[src/rtl/mem_port_arbiter.sv]
// mem_port_arbiter: shares one fixed-latency word memory between instruction fetch and the
// load/store unit, with data priority, an IF starvation guard and flush of in-flight fetches.
module mem_port_arbiter #(
    parameter int ADDR_W     = 10,
    parameter int DATA_W     = 32,
    parameter int MEM_LAT    = 1,
    parameter int STARVE_MAX = 4
) (
    input  logic                               clk,
    input  logic                               rst_n,
    input  logic                               if_req,
    input  logic [ADDR_W-1:0]                  if_addr,
    input  logic                               if_flush,
    output logic                               if_gnt,
    output logic                               if_rvalid,
    output logic [DATA_W-1:0]                  if_rdata,
    input  logic                               d_req,
    input  logic                               d_we,
    input  logic [ADDR_W-1:0]                  d_addr,
    input  logic [DATA_W-1:0]                  d_wdata,
    output logic                               d_gnt,
    output logic                               d_rvalid,
    output logic [DATA_W-1:0]                  d_rdata,
    output logic                               mem_en,
    output logic                               mem_we,
    output logic [ADDR_W-1:0]                  mem_addr,
    output logic [DATA_W-1:0]                  mem_wdata,
    input  logic [DATA_W-1:0]                  mem_rdata,
    output logic [$clog2(STARVE_MAX+1)-1:0]    starve_cnt
);
    localparam int CW = $clog2(STARVE_MAX + 1);
    localparam logic [CW-1:0] CMAX = CW'(STARVE_MAX);

    logic               force_if;
    logic [MEM_LAT-1:0] tag_v;
    logic [MEM_LAT-1:0] tag_d;
    logic [MEM_LAT-1:0] live;
    logic               if_hit;
    logic               d_hit;

    always_comb begin
        force_if  = if_req && starve_cnt == CMAX;
        d_gnt     = d_req && !force_if;
        if_gnt    = if_req && !d_gnt;
        mem_en    = if_gnt || d_gnt;
        mem_we    = d_gnt && d_we;
        mem_addr  = d_gnt ? d_addr : (if_gnt ? if_addr : '0);
        mem_wdata = d_gnt ? d_wdata : '0;
        // a flush kills every IF-owned tag already in the pipe, tail included
        live      = tag_v & ~({MEM_LAT{if_flush}} & ~tag_d);
        if_hit    = live[MEM_LAT-1] && !tag_d[MEM_LAT-1];
        d_hit     = live[MEM_LAT-1] && tag_d[MEM_LAT-1];
    end

    always_ff @(posedge clk or negedge rst_n) begin
        if (!rst_n)
            starve_cnt <= '0;
        else if (if_gnt)
            starve_cnt <= '0;
        else if (if_req && starve_cnt != CMAX)
            starve_cnt <= starve_cnt + 1'b1;
    end

    always_ff @(posedge clk or negedge rst_n) begin
        if (!rst_n) begin
            tag_v     <= '0;
            tag_d     <= '0;
            if_rvalid <= 1'b0;
            d_rvalid  <= 1'b0;
            if_rdata  <= '0;
            d_rdata   <= '0;
        end else begin
            tag_v[0]  <= mem_en && !mem_we;
            tag_d[0]  <= d_gnt;
            for (int i = 1; i < MEM_LAT; i++) begin
                tag_v[i] <= live[i-1];
                tag_d[i] <= tag_d[i-1];
            end
            if_rvalid <= if_hit;
            d_rvalid  <= d_hit;
            if (if_hit)
                if_rdata <= mem_rdata;
            if (d_hit)
                d_rdata <= mem_rdata;
        end
    end
endmodule

[config.mk]
export PLATFORM = sky130hd
export DESIGN_NAME = mem_port_arbiter
export DESIGN_NICKNAME = d
export VERILOG_FILES = /design/src/rtl/mem_port_arbiter.sv
export SDC_FILE = /design/constraint.sdc
export NUM_CORES = 1
export LEC_CHECK = 0
export ABC_CLOCK_PERIOD_IN_PS = 4290
export CAP_MARGIN = 20
export CORE_UTILIZATION = 39
export CTS_CLUSTER_SIZE = 25
export DETAILED_ROUTE_END_ITERATION = 7
export PLACE_DENSITY = 0.86
export RECOVER_POWER = 25
export SYNTH_ARGS = -nofsm -noshare
export SYNTH_HDL_FRONTEND = slang
export SYNTH_SLANG_ARGS = --single-unit
[constraint.sdc]
create_clock -name clk -period 4.29 [get_ports clk]
set_input_delay 0.858 -clock clk [delete_from_list [all_inputs] [get_ports clk]]
set_output_delay 0.858 -clock clk [all_outputs]
set_load 0.005 [all_outputs]
==> flow_summary.toml <==
[run_status]
status = "finished, violations left"
violations = "max-capacitance violations, max-slew violations"

[worst_setup_path]
critPathBufInv = 2
path_class = "input pin to output port"
r2r_start = "tag_d"
critical_path.cell_chain = "clkdlybuf4s50_1, nand3_1, and3_1, clkdlybuf4s50_1"
start_kind = "input pin"
cp_common_cell = "clkdlybuf4s50_1"
critical_path.top_delay_family = "simple AND/OR/NAND/NOR gates"
worst_setup_path_end_kind = "output port"
regToRegSetupSlack_ns = 1.91
crit_fanout = 33
arrival_ns = 2.89
slowest_stage = "nand3_1"
cp_data_required_time_ns = 3.43
r2r_cells = 3
r2r-end = "d_rdata[25]"
slowest_delay_ns = 0.60

[cells_and_area]
drive_gt1_frac = 0.192
filler_cell_count = 539
register_area_um2 = 1780
area_delta_synth_final_pct = 73.3
final_cell_mix = "203 x clkdlybuf4s50_1, 71 x dfrtp_1, 63 x mux2_2"
multiInputGateArea_um2 = 1210
diodes = 0
nNetsFinal = 535
layout.cells.most_common = "clkdlybuf4s50_1"

[sta]
rsz0062_at_grt = "false"
slew_viol_final = 34
fin_crit_ns = 3.75
setup_viol = 0
maxSlewHeadroom = -0.233
worst_pin_slew_ns = 1.85
fin_crit_sh = 0.874
fmax_mhz = 267
finalClockSkew_ns = 0.00910
worst_hold_slack_ns = 0.491
finalHoldViolCount = 0
finalSetupTns_ns = 0

[die]
rows = 32
fp.dieH_um = 91.3
die_x_um = 91.3
io_pins = 205
dieArea_um2 = 8330
coreArea_um2 = 7730
start_util = 0.402

[cts]
cts_buffers = 9
cts_max_path_buffers = 2
postCtsResizedCells = 0
clockRootBuffer = "clkbuf_8"
postCtsSetupRepairBufs = 0
htreeDepth = 3
postCtsHoldBufs = 0
cts_tree = "yes"
clk_latency_ns = 0.34
path_clk_slew_ns = 0.07
cts_sinks = 71

[grt]
grt_pass1_wl_um = 13500
antenna_found_initial = 0
grt_start_max_net_pins = 55
grt_util_all_layers = 0.213
grt_pass1_vias = 2734
overflow = 0

[worst_hold_path]
hold_path_end = "if_rdata[6]"
whs_path_depth = 1
holdCritStartpoint = "if_rdata[6]"
hp-class = "flop to flop"

[drt]
dr.first_iter.drc_count = 63
ant_nets = 0
first_pass_iters = 4
vias_per_cell = 4.86
vias = 2671
post_drt_wl_per_cell_um = 15.9
drt-total-wl_um = 8720
remaining_drc_errors = 0

[power_and_ir_drop]
power.leakage_nw = 2.32
max-vdd-ir-drop_mv = 0.153
power_density_nw_per_um2 = 371

[logic_synthesis]
ys_types = 21
yosys_warnings = 0
syn_area_per_cell_um2 = 12.9
seq_area_frac_synth = 0.572
ys_seq_elements = 71
async_reset_ff_frac = 1.00
netlist_instances = 240
synth_nets = 332
synth_edf_count = 0
synthFlopType = "dfrtp_1"
synth_area_um2 = 3110

[place]
gp_congestion = 0.990
dp.final_hpwl_um = 6740
port_buffers = 204

[run]
cap_violations = 1
[flip-flops by register name, summed over array words and instances, names as in the netlist]
name / count
d_rdata: 32
d_rvalid: 1
if_rdata: 32
if_rvalid: 1
starve_cnt: 3
tag_d: 1
tag_v: 1
[where the power goes]
part,leakage (nW),total (mW),switching (mW),internal [mW]
clock,0.0894,0.458,0.247,0.210
sequential,0.842,0.878,0.0718,0.806
combinational,1.39,0.663,0.195,0.469
total,2.32,2.00,0.514,1.49
[final cells by class]
| class | count | share of cell area |
|---|---|---|
| clock buffer | 9 | 0.0230 |
| clock inverter | 7 | 0.00907 |
| timing repair buffer | 210 | 0.385 |
| sequential | 71 | 0.330 |
| multi-input combinational | 146 | 0.225 |
| tap | 102 | 0.0237 |
| inverter | 5 | 0.00349 |
[kinds of logic after synthesis]
group | after synthesis | share of synthesized area
AO/OA/AOI/OAI | 15 | 0.0326
adder cells (fa/ha/maj) | 2 | 0.00805
buffers and inverters | 23 | 0.0379
flip-flops | 71 | 0.572
multiplexers | 64 | 0.232
AND/OR/NAND/NOR | 65 | 0.118
[layer usage]
layer / global-route usage / routed length (µm) / up-vias
met4: 0.104 / 217 / 0
met3: 0.0595 / 644 / 11
li1: - / - / 1248
met2: 0.383 / 4530 / 136
met5: 0 / 0 / -
met1: 0.228 / 3330 / 1276
[Yosys cell counts (2+ instances only)]
cell type,n,area (µm²)
nor2_1,2,7.51
and3_1,34,213
nor2b_1,3,18.8
clkbuf_1,8,30.0
o22ai_1,11,68.8
mux2_2,63,709
buf_2,7,35.0
inv_1,5,18.8
ha_1,2,25.0
nand2_1,22,82.6
buf_6,3,33.8
dfrtp_1,71,1780
[stage by stage]
step           utilization  worst slack [ns]  instances  power [mW]  cell area [µm²]
2_1_floorplan            -              1.88        240        1.09             3110
3_3_place_gp         0.675             0.617        534        1.54             5220
3_5_place_dp         0.675             0.565        534        1.56             5220
4_1_cts              0.698             0.566        550        2.03             5390
5_1_grt              0.697             0.379        550        2.11             5380
6_report             0.697             0.542        550        2.00             5380
[how the worst max path moves through the flow]
stage | from | end | slack (ns) | cells past startpoint
CTS | if_req | mem_wdata[3] | 0.57 | 4
global placement | if_req | mem_wdata[3] | 0.62 | 4
finish | if_req | mem_wdata[11] | 0.54 | 4
global route | if_req | mem_wdata[3] | 0.38 | 4
detailed placement | if_req | mem_wdata[3] | 0.56 | 4
floorplan | d_req | mem_addr[0] | 1.88 | 3
Power figures use the tool's default switching activity.
